**src/rtl/esti_pkg.sv**
```systemverilog
// Shared types and defaults for the estimator sampling front-end.
package esti_pkg;

    typedef enum logic [2:0] {
        IDLE,
        WAIT_TICK,
        REQ,
        PUSH,
        DONE
    } sc_state_t;

    typedef logic [1:0]        axis_t;
    typedef logic signed [15:0] acc_t;

    localparam axis_t AXIS_X = 2'd0;
    localparam axis_t AXIS_Y = 2'd1;
    localparam axis_t AXIS_Z = 2'd2;

    localparam int DEF_CLK_DIV  = 50000;
    localparam int DEF_NUM_AXES = 3;
    localparam int DEF_TIMEOUT  = 255;

    function automatic logic is_last_axis(input axis_t axis, input int num_axes);
        return axis == axis_t'(num_axes - 1);
    endfunction

endpackage

```
**src/rtl/esti_tick_gen.sv**
```systemverilog
// Sample-period divider: one-cycle tick every CLK_DIV cycles while enabled.
module esti_tick_gen #(
    parameter int CLK_DIV = 50000
) (
    input  logic clk_i,
    input  logic reset_i,
    input  logic enable_i,
    output logic tick_o
);

    localparam int CNT_W = $clog2(CLK_DIV);

    logic [CNT_W-1:0] cnt_q;
    logic             wrap;

    assign wrap   = cnt_q == CNT_W'(CLK_DIV - 1);
    assign tick_o = enable_i && wrap;

    // NOTE: clocked state uses non-blocking assignments so every register samples pre-edge values.
    always_ff @(posedge clk_i or posedge reset_i) begin
        if (reset_i) begin
            cnt_q <= '0;
        end else if (!enable_i || wrap) begin
            cnt_q <= '0;
        end else begin
            cnt_q <= cnt_q + CNT_W'(1);
        end
    end

endmodule

```
**src/rtl/esti_sample_ctrl.sv**
```systemverilog
// Periodic X/Y/Z accelerometer sampler: sensor req/ack in, esti_core valid/ready out,
// with sticky overrun and sensor-timeout flags.
module esti_sample_ctrl
    import esti_pkg::*;
#(
    parameter int CLK_DIV  = DEF_CLK_DIV,
    parameter int NUM_AXES = DEF_NUM_AXES,
    parameter int TIMEOUT  = DEF_TIMEOUT
) (
    input  logic        clk_i,
    input  logic        reset_i,
    input  logic        enable_i,
    input  logic        clr_err_i,
    output logic        sens_req_o,
    output logic [1:0]  sens_axis_o,
    input  logic        sens_ack_i,
    input  logic [15:0] sens_data_i,
    output logic        core_valid_o,
    input  logic        core_ready_i,
    output logic [1:0]  core_axis_o,
    output logic [15:0] core_data_o,
    output logic        frame_done_o,
    output logic        overrun_o,
    output logic        timeout_err_o
);

    localparam int TO_W = $clog2(TIMEOUT + 1);

    sc_state_t       state_q, state_d;
    axis_t           axis_q, axis_d;
    logic [TO_W-1:0] to_cnt_q, to_cnt_d;
    acc_t            core_data_q, core_data_d;
    axis_t           core_axis_q, core_axis_d;
    logic            overrun_q, overrun_d;
    logic            timeout_q, timeout_d;

    logic tick;
    logic req_expired;
    logic last_axis;

    esti_tick_gen #(
        .CLK_DIV (CLK_DIV)
    ) u_tick_gen (
        .clk_i    (clk_i),
        .reset_i  (reset_i),
        .enable_i (enable_i),
        .tick_o   (tick)
    );

    assign req_expired = to_cnt_q == TO_W'(TIMEOUT - 1);
    assign last_axis   = is_last_axis(axis_q, NUM_AXES);

    always_ff @(posedge clk_i or posedge reset_i) begin
        if (reset_i) begin
            state_q     <= IDLE;
            axis_q      <= AXIS_X;
            to_cnt_q    <= '0;
            core_data_q <= '0;
            core_axis_q <= AXIS_X;
            overrun_q   <= 1'b0;
            timeout_q   <= 1'b0;
        end else begin
            state_q     <= state_d;
            axis_q      <= axis_d;
            to_cnt_q    <= to_cnt_d;
            core_data_q <= core_data_d;
            core_axis_q <= core_axis_d;
            overrun_q   <= overrun_d;
            timeout_q   <= timeout_d;
        end
    end

    // NOTE: each combinational output gets a default first so no path can infer a latch.
    always_comb begin
        state_d = state_q;
        case (state_q)
            IDLE:      if (enable_i) state_d = WAIT_TICK;
            WAIT_TICK: begin
                if (!enable_i)  state_d = IDLE;
                else if (tick)  state_d = REQ;
            end
            REQ: begin
                if (sens_ack_i)       state_d = PUSH;
                else if (req_expired) state_d = WAIT_TICK;
            end
            PUSH:      if (core_ready_i) state_d = last_axis ? DONE : REQ;
            DONE:      state_d = enable_i ? WAIT_TICK : IDLE;
            default:   state_d = IDLE;
        endcase
    end

    // Sticky flags: a set event in the same cycle as clr_err wins.
    always_comb begin
        axis_d      = axis_q;
        to_cnt_d    = to_cnt_q;
        core_data_d = core_data_q;
        core_axis_d = core_axis_q;
        overrun_d   = overrun_q & ~clr_err_i;
        timeout_d   = timeout_q & ~clr_err_i;

        if (tick && state_q != WAIT_TICK) overrun_d = 1'b1;

        case (state_q)
            WAIT_TICK: begin
                if (tick) begin
                    axis_d   = AXIS_X;
                    to_cnt_d = '0;
                end
            end
            REQ: begin
                if (sens_ack_i) begin
                    core_data_d = acc_t'(sens_data_i);
                    core_axis_d = axis_q;
                end else if (req_expired) begin
                    timeout_d = 1'b1;
                end else begin
                    to_cnt_d = to_cnt_q + TO_W'(1);
                end
            end
            PUSH: begin
                if (core_ready_i && !last_axis) begin
                    axis_d   = axis_q + axis_t'(1);
                    to_cnt_d = '0;
                end
            end
            default: ;
        endcase
    end

    always_comb begin
        sens_req_o    = state_q == REQ;
        sens_axis_o   = axis_q;
        core_valid_o  = state_q == PUSH;
        core_axis_o   = core_axis_q;
        core_data_o   = core_data_q;
        frame_done_o  = state_q == DONE;
        overrun_o     = overrun_q;
        timeout_err_o = timeout_q;
    end

endmodule

```
**config.mk**
```make
export PLATFORM = sky130hd
export DESIGN_NAME = esti_sample_ctrl
export DESIGN_NICKNAME = d
export VERILOG_FILES = /design/src/rtl/esti_pkg.sv /design/src/rtl/esti_tick_gen.sv /design/src/rtl/esti_sample_ctrl.sv
export SDC_FILE = /design/constraint.sdc
export NUM_CORES = 1
export LEC_CHECK = 0
export ABC_AREA = 1
export BUFFER_PORTS_ARGS = -buffer_cell sky130_fd_sc_hd__clkbuf_2
export CAP_MARGIN = 20
export CORE_ASPECT_RATIO = 0.8
export CORE_MARGIN = 2
export CORE_UTILIZATION = 58
export CTS_BUF_LIST = sky130_fd_sc_hd__clkbuf_8
export CTS_CLUSTER_SIZE = 40
export DETAILED_ROUTE_END_ITERATION = 12
export PLACE_DENSITY = 0.84
export SYNTH_ARGS = -nofsm -noshare
export SYNTH_HDL_FRONTEND = slang
export SYNTH_HIERARCHICAL = 1
export SYNTH_SLANG_ARGS = --single-unit
```
**constraint.sdc**
```tcl
create_clock -name clk_i -period 2.2 [get_ports clk_i]
set_clock_uncertainty 0.2 [all_clocks]
set_input_delay 0.22 -clock clk_i [delete_from_list [all_inputs] [get_ports clk_i]]
set_output_delay 0.22 -clock clk_i [all_outputs]
set_load 0.01 [all_outputs]
```
# Yosys cells after proc, flatten, opt, wreduce, memory -nomap -nowiden
# Cells that the tools add are included.
dict set report totals {
  wordCells 65
  input_bits 22
  output_inout_bits 25
  ff_bits 49
}
dict set report op_classes {
  reduce_logical 13
  n_mux 22
  n_addsub 3
  bitwise 3
  eq_ne 16
}
# op count
set ops {}
lappend ops {{$mux 8} 4}
lappend ops {{$pmux 8 s3} 1}
lappend ops {{$mux 3} 7}
lappend ops {{$add 16x1->16 const B} 1}
lappend ops {{$eq 16x16->1 const B} 1}
lappend ops {{$mux 16} 1}
lappend ops {{$pmux 3 s5} 1}
lappend ops {{$add 8x1->8 const B} 1}
lappend ops {{$eq 8x8->1 const B} 1}
lappend ops {{$ne 2x2->1 const B} 4}
lappend ops {{$eq 3x2->1 const B} 2}
lappend ops {{$ne 3x1->1 const B} 2}
lappend ops {{$mux 1} 5}
lappend ops {{$reduce_and 5->1} 1}
lappend ops {{$mux 2} 2}
lappend ops {{$ne 2x1->1 const B} 2}
lappend ops {{$pmux 2 s2} 1}
lappend ops {{$reduce_and 4->1} 1}
lappend ops {{$eq 3x1->1 const B} 1}
lappend ops {{$eq 3x3->1 const B} 1}
lappend ops {{$logic_and 1x1->1} 3}
lappend ops {{$logic_not 3->1} 1}
lappend ops {{$ne 3x3->1 const B} 1}
lappend ops {{$reduce_and 3->1} 1}
lappend ops {{other kinds (9)} 11}

# Longest topological paths before layout
dict set report logic_depth {
  word_depth 5
  mapped_depth 13
  ltp_nobuf 13
}

# By module
# Netlist, hierarchy kept.
# module cells_each instances seq_area_each_um2 area_per_inst_um2
set by_module_without_submodules {}
lappend by_module_without_submodules {esti_sample_ctrl 222 1 825.8 1727.9}
lappend by_module_without_submodules {esti_tick_gen 120 1 400.4 912.1}

# Worst setup path before layout
# No wires, ideal clock.
dict set report synth_timing {
  path_type {register to register}
  startpoint {register u_tick_gen.cnt_q[0]}
  endpoint {register to_cnt_q[0]}
  period_less_slack_ns 1.827
  path_slack_ns 0.373
  required_time_ns 1.879
  stages_incl_launch_ff 11
  setup_time_ns 0.121
  n_path_buf 0
  arrival_ns 1.506
  cell_sequence {dfrtp_1 -> ha_1 -> nand3_2 -> nor2_1 -> nand2_1 -> nor2_1 -> inv_1 -> nand3_1 -> nand3_4 -> o21bai_1 -> nand2_1}
}
dict set report synth_via {
  elab_chain_len 4
}
# item line
set synth_rtl {}
lappend synth_rtl {{from (decl)} esti_tick_gen.sv:13} ;# logic [CNT_W-1:0] cnt_q;
lappend synth_rtl {{from (signal assigned)} esti_tick_gen.sv:26} ;# cnt_q <= cnt_q + CNT_W'(1);
lappend synth_rtl {{$eq 16x16->1} esti_tick_gen.sv:16} ;# assign wrap = cnt_q == CNT_W'(CLK_DIV - 1);
lappend synth_rtl {{$logic_and 1x1->1} esti_tick_gen.sv:17} ;# assign tick_o = enable_i && wrap;
lappend synth_rtl {{via tick} esti_sample_ctrl.sv:37} ;# logic tick;
lappend synth_rtl {{$ne 2x2->1 (no line)} --}
lappend synth_rtl {{$reduce_and 5->1 (no line)} --}
lappend synth_rtl {{to (signal assigned)} esti_sample_ctrl.sv:65} ;# to_cnt_q <= to_cnt_d;
lappend synth_rtl {{to (decl)} esti_sample_ctrl.sv:31} ;# logic [TO_W-1:0] to_cnt_q, to_cnt_d;
# The timed path passes the listed nets, and every way through them passes these cells.
# A chain may end at the register's enable or synchronous reset.

# Worst setup path in the final report
dict set report layout_timing {
  startpoint {register u_tick_gen.cnt_q[1]}
  endpoint {register to_cnt_q[5]}
}
# The elaborated chain is that of the path after synthesis.

==> results.md <==
* Status: complete, no violations
* Synth Instances at around 340
* GRT overflow at 0
* Synth area leader: dfrtp_1
* First-pass GRT wire length at between 10000 and 15000 um
* Slowest cell on crit path: dfrtp_1
* CP startpoint kind: flip-flop
* Total track usage at about a quarter
* Max-slew violation count at 0
* DIE AREA at approximately 5100 sq um
* Setup ws final at around 0.18 ns
* Inserted Clock Buffers at 5
* Final Cycle Share at approximately nine tenths
* Netlist cell types at 28
* RSZ-0062 raised after global routing: no
* CP bufs+invs at 1
* Std-Cell Rows at 21
* CTS Sinks at 49
* Dpl ws at between 0.1 and 0.15 ns
* Placed Area at between 2000 and 3000 sq um
* Worst Path Max Fanout at 5
* Total power at 0.00296 W
* Setup TNS at 0 ns
* Seq cells post-synth at about 50
* Dpl hpwl at a little over 4000 um
* DRC viols at 0
* Ports at 47
* Share of the synthesized area in the top cell type at 46.4%
* Critical Path AT at 2.07 ns
* Ordered list of cells on the worst path: ha_1, nand3_2, nor2_1, nand2_1, nor2_1, inv_1, nand3_2, nand3_4, nor2_4, nand2_1, nand2_1
* Critical path's top delay family: simple AND/OR/NAND/NOR gates
* P per Cell Area at slightly above 900 nW/um^2
* Worst Hold Class: primary input to flip-flop
* Top post-synthesis cells by count: 131 x nand2_1, 49 x dfrtp_1, 45 x nor2_1
* Worst Setup End Kind: flip-flop
* Post-route ant nets at 0
* Worst-Skew Late Latency at 0.31 ns
* Die Wd at approximately 80 um
* Placer Congestion at 0.848
* DR WL/cell at about 13 um
* Final setup fails at 0
* Die height at 64.3 um
* Ys async rst share at 100%
* Final WL at roughly 6000 um
* Fill cell count at ~310
* Final Instance Area at about 3200 sq um
* Clk buf depth at 2
* Post-layout minimum cycle time at 2.02 ns
* Peak VDD IR at 0.584 mV
* Number of port buffers at 46
* Synth Area per Inst at about 7.7 sq um
* Ant. Diodes at 0
* Leakage power at ~1.7 nW
* Clk slew on worst S/H paths at ~0.090 ns
* Initial DRT Pass Iterations at 5
* Count leader, synth: nand2_1
* Critical Path RT at around 2.3 ns
* Core area at ~4300 sq um
* Post-Syn Area at 2640 sq um
* Nets at 440
* Slew at the pin closest to its max-slew limit at around 0.64 ns
* DR vias/cell at slightly above 5
* Slew headroom at a little under three fifths
* Largest net degree at the start of global routing at 34
* Max cap viols at 0
* CTS Root Cell: clkbuf_8
* Final Hold Viols at 0
* 1st-iter DRT viols at 231
* Via Count at between 2000 and 2500
* Synth-to-layout area growth at 21.9%
* Syn_nets at approximately 370
* Utilization after layout at between 70% and 80%
* H-Tree Depth at 2
* Synth Warn # at 6
* Critical path class: flip-flop to flip-flop
* Max incr delay on CP at between 0.3 and 0.4 ns
* Ratio of cells with drive above 1 in the final layout at 18.8%
* Ys flop type: dfrtp_1
* Seq/Total Area, Yosys at between 40 and 50%
* CTS tree: done
* Top post-synthesis cells by area: dfrtp_1 46%, nand2_1 19%, nor2_1 6.4%
* Initial Utilization at 61.6%
* Vias in the first global route at between 2000 and 2500
* FMAX at 495 MHz
* Post-synth EDFFs at 0
* Initial antenna violation count at 0
* Most common cell on crit path: nand2_1
[state kept, by name, summed over array words and instances (netlist names)]
signal,flops
u_tick_gen/cnt_q,16
state_q,3
core_axis_o,2
sens_axis_o,2
overrun_o,1
timeout_err_o,1
core_data_o,16
to_cnt_q,8
[worst reg2reg max path: cells and delay by family, from the launching register on]
| family | cells | cell delay, ns |
|---|---|---|
| AND/OR/NAND/NOR | 9 | 1.06 |
| flip-flops | 1 | 0.39 |
| adder cells (fa/ha/maj) | 1 | 0.23 |
| buffers and inverters | 1 | 0.08 |
[layout make-up]
cell class | count | area [sq um] | area share (%)
Inverter | 39 | 149 | 4.62
Tap cell | 57 | 71.3 | 2.22
Sequential cell | 49 | 1230 | 38.1
Multi-Input combinational cell | 251 | 1240 | 38.6
Timing Repair Buffer | 68 | 440 | 13.7
Clock inverter | 3 | 22.5 | 0.700
Clock buffer | 5 | 68.8 | 2.14
[kinds of logic after synthesis]
group	Yosys count	share of synthesized area, %
simple gates	215	36.5
flops	49	46.4
xor+xnor	8	2.65
compound gates	23	5.40
buf+inv	43	7.11
fa+ha+maj	4	1.90
[placed cells by master (no fill, tap or decap), drive strengths merged]
master / instances
nor2: 57
clkbuf: 51
a21oi: 2
nor3b: 1
ha: 4
nand2: 134
xor2: 6
o22ai: 2
o21bai: 10
nand3: 15
o21ai: 9
nand4: 8
dlygate4sd3: 18
dfrtp: 49
clkinv: 3
xnor2: 2
or2: 1
inv: 39
buf: 4
[power breakdown]
part           internal (W)  leakage, nW  total [W]  switching, W
Sequential          0.00111        0.652    0.00127      0.000165
Combinational      0.000423        0.984    0.00116      0.000734
Clock              0.000226       0.0481   0.000537      0.000311
Total               0.00176         1.68    0.00296       0.00121
[final timing paths]
| check | start | endpoint | slack [ns] | cells past startpoint |
|---|---|---|---|---|
| min | core_ready_i | state_q[1]$_DFFE_PP0P_ | 0.13 | 5 |
| min in group asynchronous | reset_i | u_tick_gen/cnt_q[9]$_DFF_PP0_ | 0.35 | 3 |
| max reg2reg | u_tick_gen/cnt_q[1]$_DFF_PP0_ | to_cnt_q[5]$_DFFE_PP0P_ | 0.18 | 11 |
| max in group asynchronous | reset_i | u_tick_gen/cnt_q[12]$_DFF_PP0_ | 1.03 | 3 |
| min reg2reg | core_data_o[1]$_DFFE_PP0P_ | core_data_o[1]$_DFFE_PP0P_ | 0.28 | 2 |
| max | u_tick_gen/cnt_q[1]$_DFF_PP0_ | to_cnt_q[5]$_DFFE_PP0P_ | 0.18 | 11 |
[repair_timing]
action / in CTS / in global routing
setup endpoints to repair: 0 / 6
buffers inserted: 0 / 3
hold buffers: 18 / 0
hold endpoints to repair: 67 / 0
resized for setup: 0 / 1
[per-layer routing]
layer | global-route usage (%) | wire (um)
met3 | 5.93 | 482
met2 | 39.6 | 2780
met5 | 0 | 0
met1 | 35.5 | 2820
met4 | 6.03 | 69
[stage by stage]
stage	instances	hold WS, ns
6_report	472	0.132
5_1_grt	472	0.130
4_1_cts	468	0.113
3_5_place_dp	442	0.122
3_3_place_gp	442	0.122
2_1_floorplan	342	-0.0663
(Power assumes the default switching activity.)
